### src/rtl/level_burst_gen.sv
// -----------------------------------------------------------------------------
// level_burst_gen
//
// Purpose:
//    Emits a burst of single-cycle level highs, separated by a programmable
//    low gap. The burst is launched through a start/busy/done handshake.
//    The block also counts the highs modulo MOD, so that a downstream
//    level-counting FSM can be driven and cross-checked in the same design.
//
// Ports:
//    clk        in   rising-edge clock
//    reset      in   asynchronous, active-high reset
//    start      in   request a burst; sampled only in IDLE
//    abort      in   synchronous abort of a running burst
//    num_highs  in   [CNT_W] number of high cycles; latched on an accepted start
//    gap_len    in   [GAP_W] low cycles between highs; latched on an accepted start
//    level      out  generated level stream
//    wrap       out  high during the high cycle that completes a group of MOD highs
//    groups     out  [CNT_W] completed MOD-groups in the current or last burst
//    busy       out  high in any state other than IDLE
//    done       out  one-cycle pulse on normal completion
// -----------------------------------------------------------------------------
module level_burst_gen #(
   parameter int CNT_W = 8,
   parameter int GAP_W = 4,
   parameter int MOD   = 5
) (
   input  logic             clk,
   input  logic             reset,
   input  logic             start,
   input  logic             abort,
   input  logic [CNT_W-1:0] num_highs,
   input  logic [GAP_W-1:0] gap_len,
   output logic             level,
   output logic             wrap,
   output logic [CNT_W-1:0] groups,
   output logic             busy,
   output logic             done
);

   // The phase counter wraps at MOD, so it only needs enough bits for MOD-1.
   localparam int PH_W = (MOD > 2) ? $clog2(MOD) : 1;
   localparam logic [PH_W-1:0] PH_LAST = PH_W'(MOD - 1);

   typedef enum logic [1:0] {
      IDLE = 2'd0,
      HIGH = 2'd1,
      GAP  = 2'd2,
      DONE = 2'd3
   } state_t;

   state_t           state_q,      state_d;
   logic [CNT_W-1:0] remaining_q,  remaining_d;
   logic [GAP_W-1:0] gap_cnt_q,    gap_cnt_d;
   logic [GAP_W-1:0] gap_reload_q, gap_reload_d;
   logic [PH_W-1:0]  phase_q,      phase_d;
   logic [CNT_W-1:0] groups_q,     groups_d;

   logic wrap_hit;

   // ---------------------------------------------------------------------------
   // State register
   // ---------------------------------------------------------------------------
   // NOTE: every flop here, the gap reload included, is reset asynchronously.
   // The reset therefore drops level and busy at once, with no wait for a clock edge.
   always_ff @(posedge clk or posedge reset) begin
      if (reset) begin
         state_q      <= IDLE;
         remaining_q  <= '0;
         gap_cnt_q    <= '0;
         gap_reload_q <= '0;
         phase_q      <= '0;
         groups_q     <= '0;
      end else begin
         // NOTE: non-blocking assignments. All flops sample the values from
         // before the edge, whatever order the statements appear in.
         state_q      <= state_d;
         remaining_q  <= remaining_d;
         gap_cnt_q    <= gap_cnt_d;
         gap_reload_q <= gap_reload_d;
         phase_q      <= phase_d;
         groups_q     <= groups_d;
      end
   end

   // ---------------------------------------------------------------------------
   // Next-state and datapath
   // ---------------------------------------------------------------------------
   always_comb begin
      // NOTE: the first thing this block does is give every *_d a hold value.
      // A branch that skips a signal then cannot infer a latch.
      state_d      = state_q;
      remaining_d  = remaining_q;
      gap_cnt_d    = gap_cnt_q;
      gap_reload_d = gap_reload_q;
      phase_d      = phase_q;
      groups_d     = groups_q;

      unique case (state_q)
         IDLE: begin
            // If start and abort arrive together, start wins. Abort has no
            // effect in IDLE.
            if (start) begin
               remaining_d  = num_highs;
               gap_reload_d = gap_len;
               phase_d      = '0;
               groups_d     = '0;
               state_d      = (num_highs != '0) ? HIGH : DONE;
            end
         end

         HIGH: begin
            // A high that has been emitted is counted, including one that is
            // aborted. This keeps groups consistent with any wrap that was seen.
            remaining_d = remaining_q - CNT_W'(1);
            if (wrap_hit) begin
               phase_d  = '0;
               groups_d = groups_q + CNT_W'(1);
            end else begin
               phase_d  = phase_q + PH_W'(1);
            end

            if (abort) begin
               state_d = IDLE;
            end else if (remaining_q == CNT_W'(1)) begin
               state_d = DONE;               // the last high has no trailing gap
            end else if (gap_reload_q == '0) begin
               state_d = HIGH;               // contiguous highs
            end else begin
               state_d   = GAP;
               gap_cnt_d = gap_reload_q;
            end
         end

         GAP: begin
            gap_cnt_d = gap_cnt_q - GAP_W'(1);
            if (abort) begin
               state_d = IDLE;
            end else if (gap_cnt_q == GAP_W'(1)) begin
               state_d = HIGH;
            end
         end

         DONE: begin
            state_d = IDLE;                  // an abort here also lands in IDLE
         end

         default: state_d = IDLE;
      endcase
   end

   // ---------------------------------------------------------------------------
   // Outputs are decoded from the state register and the phase counter only
   // ---------------------------------------------------------------------------
   always_comb begin
      wrap_hit = (state_q == HIGH) && (phase_q == PH_LAST);
      level    = (state_q == HIGH);
      busy     = (state_q != IDLE);
      done     = (state_q == DONE);
      wrap     = wrap_hit;
      groups   = groups_q;
   end

endmodule

### config.mk
export PLATFORM = sky130hd
export DESIGN_NAME = level_burst_gen
export DESIGN_NICKNAME = d
export VERILOG_FILES = /design/src/rtl/level_burst_gen.sv
export SDC_FILE = /design/constraint.sdc
export NUM_CORES = 1
export LEC_CHECK = 0
export ABC_AREA = 1
export CAP_MARGIN = 20
export CELL_PAD_IN_SITES_DETAIL_PLACEMENT = 1
export CELL_PAD_IN_SITES_GLOBAL_PLACEMENT = 1
export CORE_ASPECT_RATIO = 0.9
export CORE_MARGIN = 2
export CORE_UTILIZATION = 38
export CTS_CLUSTER_SIZE = 40
export DETAILED_ROUTE_END_ITERATION = 10
export GPL_ROUTABILITY_DRIVEN = 0
export HOLD_SLACK_MARGIN = 0.12
export PLACE_DENSITY = 0.82
export RECOVER_POWER = 50
export SYNTH_ARGS = -nofsm -noshare
export SYNTH_HDL_FRONTEND = slang
export SYNTH_SLANG_ARGS = --single-unit
export TNS_END_PERCENT = 30
### constraint.sdc
create_clock -name clk -period 1.5 [get_ports clk]
set_input_delay 0.15 -clock clk [delete_from_list [all_inputs] [get_ports clk]]
set_output_delay 0.15 -clock clk [all_outputs]
set_load 0.02 [all_outputs]
==> results of run 1 <==
==> power by group through the flow <==
stage               Clock [uW]  Sequential, uW  Combinational [uW]
floorplan                    0            1330                1440
global placement             0            1320                2190
detailed placement           0            1330                2290
CTS                        641            1330                2280
global route               678            1380                2540
finish                     629            1330                2240
==> cells in the final DEF, fill, tap and decap left out, types with 3 or more instances in the layout <==
cell type,netlist,final
clkbuf_1,0,4
a21oi_1,6,6
nor2_1,21,20
nand3_1,22,22
o21bai_1,4,4
inv_2,5,5
clkbuf_8,0,5
inv_1,39,39
ha_1,7,6
buf_4,1,11
dlygate4sd2_1,0,4
nand2_1,70,69
o21ai_0,14,14
dfrtp_1,29,28
o211ai_1,3,3
nand4_1,6,6
clkdlybuf4s50_1,0,16
nand2_2,3,4
==> worst min-delay path: stages <==
cell and delay (ns):
clkdlybuf4s50_1 0.40, nand2_1 0.06, o21ai_0 0.07
==> final timing paths <==
path | from | endpoint | depth (start not counted)
setup / recovery | groups[1]$_DFFE_PP0P_ | groups[1] | 1
hold / removal | gap_len[3] | gap_reload_q[3]$_DFFE_PP0P_ | 3
setup reg to reg | remaining_q[0]$_DFFE_PP0P_ | remaining_q[6]$_DFFE_PP0P_ | 7
hold reg to reg | remaining_q[5]$_DFFE_PP0P_ | remaining_q[5]$_DFFE_PP0P_ | 2
max in group asynchronous | reset | state_q[1]$_DFFE_PP0P_ | 3
min in group asynchronous | reset | groups[2]$_DFFE_PP0P_ | 3
==> routing by layer <==
layer  routed length [um]  vias up  GRT usage, %
met5                    0        -             0
met4                   35        0          3.03
met3                  182        5          5.73
met2                 2280       28          34.1
met1                 2340      856          26.3
li1                     -      869             -
==> area by class of cell <==
cell class                      count  share of cell area [%]
Clock buffer                        6                    3.15
Clock inverter                      2                   0.434
Inverter                           44                    7.17
Multi-Input combinational cell    172                    39.0
Sequential cell                    29                    31.5
Tap cell                           62                    3.37
Timing Repair Buffer               40                    15.4
==> cells by family after synthesis <==
group                      Yosys count
adders and majority gates            7
and+or+nand+nor                    134
AOI/OAI and AO/OA                   29
xor gates and xnor gates             2
buffers and inverters               47
DFF                                 29
==> synth_stat cells <==
master    instances  share of area [%]
o21ai_1           1               0.28
buf_6             1               0.62
nand3_4           1               0.97
ha_1              7                4.9
nand3_1          22                6.1
nand3b_1          1               0.42
nor2_8            1                1.1
inv_2             5                1.0
o21ai_0          14                3.9
nand2_1          70                 15
nor2_2            1               0.35
inv_1            39                8.1
nand4_1           6                2.1
or2_2             2               0.69
dfrtp_1          29                 40
xnor2_1           2               0.97
nand2_2           3                1.0
nor3b_1           1               0.42
nor2_4            1               0.62
o211ai_1          3                1.2
a21oi_1           6                1.7
nand2_4           1               0.62
buf_4             1               0.42
nor3_1            2               0.55
nor2_1           21                4.4
buf_2             1               0.28
o22ai_1           1               0.35
nand3_2           1               0.55
o21bai_1          4                1.7
==> flip-flops by register name, summed over array words and instances, names as in the netlist <==
signal and count:
groups 8, remaining_q 8, gap_cnt_q 4, gap_reload_q 4
phase_q 3, state_q 2
==> metrics by stage <==
step	utilization, %	power, uW	setup WS (ns)	area (sq um)
after floorplan	-	2760	0.227	1810
after global placement	49.6	3510	-0.0108	2240
after detailed placement	49.6	3620	-0.0350	2240
after CTS	51.4	4250	0.00301	2320
after global routing	51.0	4600	-0.00196	2300
final	51.0	4200	0.0500	2300
==> key figures, run 1 <==
Outcome
  • Status: finished clean

Placed design
  • Post-DP HPWL: 3840 um
  • I/O Buffers: 27
  • Inst Count DP: 347

Synthesis
  • Cell variety after synth: 29
  • Flops & latches, synth: 29
  • Post-Synth Simple-Gate Area: 34.4%
  • Adder-cell area share of the yosys netlist: 4.85%
  • Post-Syn Instances: 248
  • Average cell area after synthesis: 7.28 sq um
  • Post-Syn Area: 1810 sq um
  • Largest family of logic cells by synthesized area: simple AND/OR/NAND/NOR gates
  • Post-synthesis sequential area ratio: 40.2%
  • Complex-gate fraction of the synthesized area: 9.08%
  • Post-Synth XOR/XNOR Area: 0.970%
  • Syn Nets: 271
  • Ys Warns: 0
  • Post-synthesis mux area share: 0%

STA
  • Period utilisation layout: 96.7%
  • Final setup viols: 0
  • Hold WS: 0.452 ns
  • Pins Over Slew Limit: 0
  • Slew headroom: 49.7%
  • Final hold vios: 0
  • Slew @ Worst Pin: 0.755 ns
  • Setup TNS: 0 ns
  • RSZ-0062 raised after global routing: yes
  • Fmax: 690 MHz
  • Final min period: 1.45 ns
  • Worst clock skew: 0.00545 ns

Final layout
  • Non-Filler Instances: 355
  • # diodes: 0
  • Fin nets: 315
  • Number of fill cells in the layout: 589
  • Area of the multi-input gates: 898 sq um
  • Synth-to-Final Area Change: 27.7%
  • Share of layout cells above drive strength 1: 14.0%
  • Register area: 727 sq um

Setup path
  • CP arrival: 1.30 ns
  • Critical path startpoint category: flop
  • Max stage delay cell, worst path: clkdlybuf4s50_1
  • Crit-path cells: clkdlybuf4s50_1
  • CP top delay family: buffers and inverters
  • Crit-path max cell delay: 0.62 ns
  • R2R setup slack: 0.12 ns
  • Critical path class: flop to output pin
  • CP endpoint kind: output pin
  • Worst Path Required: 1.35 ns
  • Max FO, Critical Path: 4
  • Buf/Inv on CP: 1

Routing
  • Vias: 1758
  • Post-route DRC violation count: 0
  • Iter 0 DRT Violations: 45
  • Final wirelength: 4840 um
  • TritonRoute pass-1 iters: 4
  • WL per Instance: 13.6 um
  • Via/cell ratio: 4.95
  • Remaining antenna violation count: 0

Clock network
  • PostCTS Resize Cnt: 9
  • Clock slew at reported path FFs: 0.06 ns
  • CTS tree: built
  • Post-CTS Setup Bufs: 0
  • Hold bufs inserted after CTS: 0
  • Skew-Pair Late Insertion Delay: 0.28 ns
  • CTS Buffer Depth: 2
  • Htree depth: 2
  • Sink Count: 29
  • Total CTS buffers: 5
  • Clock Tree Root: clkbuf_8

Power and ir drop
  • Max IR drop VDD: 0.690 mV
  • Switch Pwr: 1910 uW
  • Combinational power share: 53.2%
  • Int Pwr: 2290 uW
  • Leakage Power: 0.00122 uW
  • Clock Power Share: 15.0%
  • Reg power frac: 31.8%
  • Pwr dens: 1820 nW/um^2
  • Net Sw Frac: 45.4%

Die
  • Initial Util: 40.0%
  • Die Span Y: 69.4 um
  • Core area: 4520 sq um
  • Die X: 76.7 um
  • Die area: 5320 sq um
  • Row Count: 23
  • IO Pins: 28

GRT
  • First-pass GRT wire length: 8710 um
  • Initial antenna violation count: 0
  • Largest net degree at the start of global routing: 30
  • Gr usage total: 20.2%
  • Total gr overflow: 0
  • Vias in the first global route: 1859

Run
  • Max-cap check violation count: 0

Hold path
  • Hold Path Class: primary input to flop
(Power assumes the default switching activity.)
==> run 2: changes to the inputs <==
- ABC_AREA: 1 -> unset
- CORE_UTILIZATION: 38 -> 40
- PLACE_DENSITY: 0.82 -> unset
- PLACE_DENSITY_LB_ADDON: unset -> 0.1
==> run 2 against run 1 <==
  * The run now ends with setup timing left
  * Count of clock-buffer cells in the layout grew 1
  * Hold slack lost 0.049 ns
  * Largest cell class unchanged
  * Non-clock buffer count grew 41
  * Routed wire length grew 9.3%
  * Critical path type is now flop to flop
  * Highest routed layer unchanged
==> key figures, run 2 <==
Outcome
  • Status: finished, violations left
  • Failing checks: setup timing

Die
  • Die X: 71.9 um
  • IO Pins: 28
  • Row Count: 22
  • Core area: 4020 sq um
  • Die Span Y: 65.1 um
  • Die area: 4680 sq um
  • Initial Util: 41.3%

Routing
  • Final wirelength: 5290 um
  • Post-route DRC violation count: 0
  • Vias: 1641
  • WL per Instance: 17.0 um
  • Iter 0 DRT Violations: 65
  • TritonRoute pass-1 iters: 4
  • Remaining antenna violation count: 0
  • Via/cell ratio: 5.28

Setup path
  • Critical path class: flop to flop
  • Max stage delay cell, worst path: or4b_4
  • CP top delay family: compound AO/OA/AOI/OAI gates
  • Crit-path cells: inv_2 -> ha_1 -> or4b_4 -> o211ai_4 -> a21oi_2 -> o221a_1
  • R2R setup slack: -0.20 ns
  • R2r worst-path depth: 6
  • RR Startpoint: remaining_q[1]$_DFFE_PP0P_
  • Buf/Inv on CP: 1
  • Worst Path Required: 1.67 ns
  • Crit-path max cell delay: 0.50 ns
  • CP arrival: 1.87 ns
  • Critical path startpoint category: flop
  • Max FO, Critical Path: 5
  • CP endpoint kind: flop
  • Reg-to-Reg End: gap_cnt_q[3]$_DFFE_PP0P_

Hold path
  • Hold path cells: 3
  • Hold Path Origin: gap_len[3]
  • Hold Path Class: primary input to flop
  • Endpoint, Worst Hold: gap_reload_q[3]$_DFFE_PP0P_

Clock network
  • Total CTS buffers: 5
  • Hold bufs inserted after CTS: 0
  • Clock Tree Root: clkbuf_8
  • Skew-Pair Late Insertion Delay: 0.28 ns
  • Sink Count: 29
  • Htree depth: 2
  • CTS tree: built
  • CTS Buffer Depth: 2
  • Clock slew at reported path FFs: 0.06 ns

STA
  • Final hold vios: 0
  • Period utilisation layout: 114%
  • Setup TNS: -1.34 ns
  • Hold WS: 0.402 ns
  • Final min period: 1.70 ns
  • Fmax: 587 MHz
  • RSZ-0062 raised after global routing: yes
  • Final setup viols: 14
  • Pins Over Slew Limit: 0
  • Slew headroom: 50.3%
  • Worst clock skew: 0.00290 ns
  • Slew @ Worst Pin: 0.746 ns
  • Final worst slack: -0.203 ns

Final layout
  • Commonest non-fill, non-tap cell in the layout: buf_4
  • Fin nets: 285
  • Non-Filler Instances: 311
  • Most frequent cells in the layout: buf_4, nand2_1, dfrtp_1
  • Number of fill cells in the layout: 473
  • Synth-to-Final Area Change: 53.1%
  • Share of layout cells above drive strength 1: 33.8%
  • # diodes: 0

Synthesis
  • Most used DFF post-synth: dfrtp_1
  • Cell variety after synth: 40
  • Post-synth ARST share: 100%
  • Post-Syn Instances: 180
  • Dominant cells by area after synthesis: dfrtp_1, nand2_1, ha_1
  • Post-Syn Area: 1660 sq um
  • Ys Warns: 0
  • Average cell area after synthesis: 9.22 sq um
  • Post-synthesis sequential area ratio: 43.7%
  • Count leader, synth: nand2_1
  • Top cell type's share of synthesized area: 43.7%
  • Post-synth EDFFs: 0
  • Area leader, netlist: dfrtp_1
  • Flops & latches, synth: 29
  • Syn Nets: 203
  • Synth cell count leaders: nand2_1, dfrtp_1, nor2_1

Placed design
  • Worst slack at placement: -0.283 ns
  • Inst Count DP: 299
  • Post-DP HPWL: 3760 um
  • I/O Buffers: 27

Power and ir drop
  • Combinational power share: 55.7%
  • Pwr dens: 1800 nW/um^2
  • Net Sw Frac: 40.0%
  • Reg power frac: 28.5%
  • Int Pwr: 2740 uW
  • Leakage Power: 0.00124 uW
  • Switch Pwr: 1820 uW
  • Final Power: 4570 uW
  • Clock Power Share: 15.8%
  • Max IR drop VDD: 0.873 mV

Run
  • Max-cap check violation count: 0

GRT
  • First-pass GRT wire length: 8830 um
  • Gr usage total: 25.1%
  • GRT met3 Usage: 5.06%
  • Total gr overflow: 0
  • Initial antenna violation count: 0
  • Largest net degree at the start of global routing: 30
  • GRT met1 Usage: 28.4%
  • Vias in the first global route: 1840
  • GR peak layer: met2
  • Met2 Resource Use GR: 46.9%
## run 2: cell count changes after synthesis, moves of 3 or more
cell	before	now
o21ai_0	14	8
buf_2	1	5
nand2_1	70	30
o21bai_1	4	0
nand2_2	3	0
inv_1	39	11
a211oi_1	0	3
inv_2	5	0
nand4_1	6	3
nand3_1	22	12
## run 2: logic make-up after synthesis
kind of cell	after synthesis	synth area share (%)
multiplexers	2	1.21
adder cells (fa/ha/maj)	7	5.28
buffers and inverters	17	4.22
AO/OA/AOI/OAI	35	16.6
XOR/XNOR	5	2.64
AND/OR/NAND/NOR	85	26.3
flip-flops	29	43.7
## run 2: area by class of cell
| cell class | count | area (sq um) | share of cell area [%] |
|---|---|---|---|
| multi-input cells | 134 | 941 | 37.0 |
| inverters | 11 | 43.8 | 1.72 |
| repair buffers | 81 | 667 | 26.3 |
| clock inverters | 1 | 5.00 | 0.197 |
| well taps | 48 | 60.1 | 2.36 |
| clock buffers | 7 | 96.3 | 3.79 |
| flip-flops and latches | 29 | 727 | 28.6 |
## run 2: layer usage
| metal | vias to the layer above | routed length, um |
|---|---|---|
| met1 | 805 | 2190 |
| met2 | 34 | 2840 |
| met5 | - | 0 |
| li1 | 798 | - |
| met3 | 4 | 215 |
| met4 | 0 | 46 |
## run 2: what timing repair did
action                     in CTS  in global routing
setup endpoints to repair      24                 22
pin swaps                       3                  4
setup buffers                   1                  3
gates resized for setup        27                 17
## run 2: stage by stage
stage	utilization (%)	instance area, sq um
floorplan	-	1660
global placement	58.1	2340
detailed placement	58.1	2340
CTS	61.2	2460
global route	63.2	2540
finish	63.2	2540
## run 2: how the worst max path moves through the flow
stage / endpoint / startpoint / slack [ns] / depth (start not counted)
6_report: gap_cnt_q[3]$_DFFE_PP0P_ / remaining_q[1]$_DFFE_PP0P_ / -0.20 / 6
5_1_grt: gap_cnt_q[3]$_DFFE_PP0P_ / remaining_q[1]$_DFFE_PP0P_ / -0.25 / 6
4_1_cts: gap_cnt_q[3]$_DFFE_PP0P_ / remaining_q[1]$_DFFE_PP0P_ / -0.18 / 6
3_5_place_dp: remaining_q[7]$_DFFE_PP0P_ / start / -0.28 / 6
3_3_place_gp: groups[7]$_DFFE_PP0P_ / start / -0.26 / 5
2_1_floorplan: gap_cnt_q[3]$_DFFE_PP0P_ / remaining_q[1]$_DFFE_PP0P_ / -0.17 / 6
## run 2: worst register-to-register path, delay by kind of cell, from the launching register on
family	cells	cell delay, ns
AO/OA/AOI/OAI	3	0.52
AND/OR/NAND/NOR	1	0.50
flip-flops	1	0.39
adder cells (fa/ha/maj)	1	0.12
buffers and inverters	1	0.06
## run 2: power groups by stage
stage                     clock network, uW  logic, uW  registers, uW
after global placement                    0       2140           1270
after global routing                    763       2800           1340
final                                   720       2540           1300
after floorplan                           0       1130           1280
after CTS                               739       2330           1290
after detailed placement                  0       2250           1300
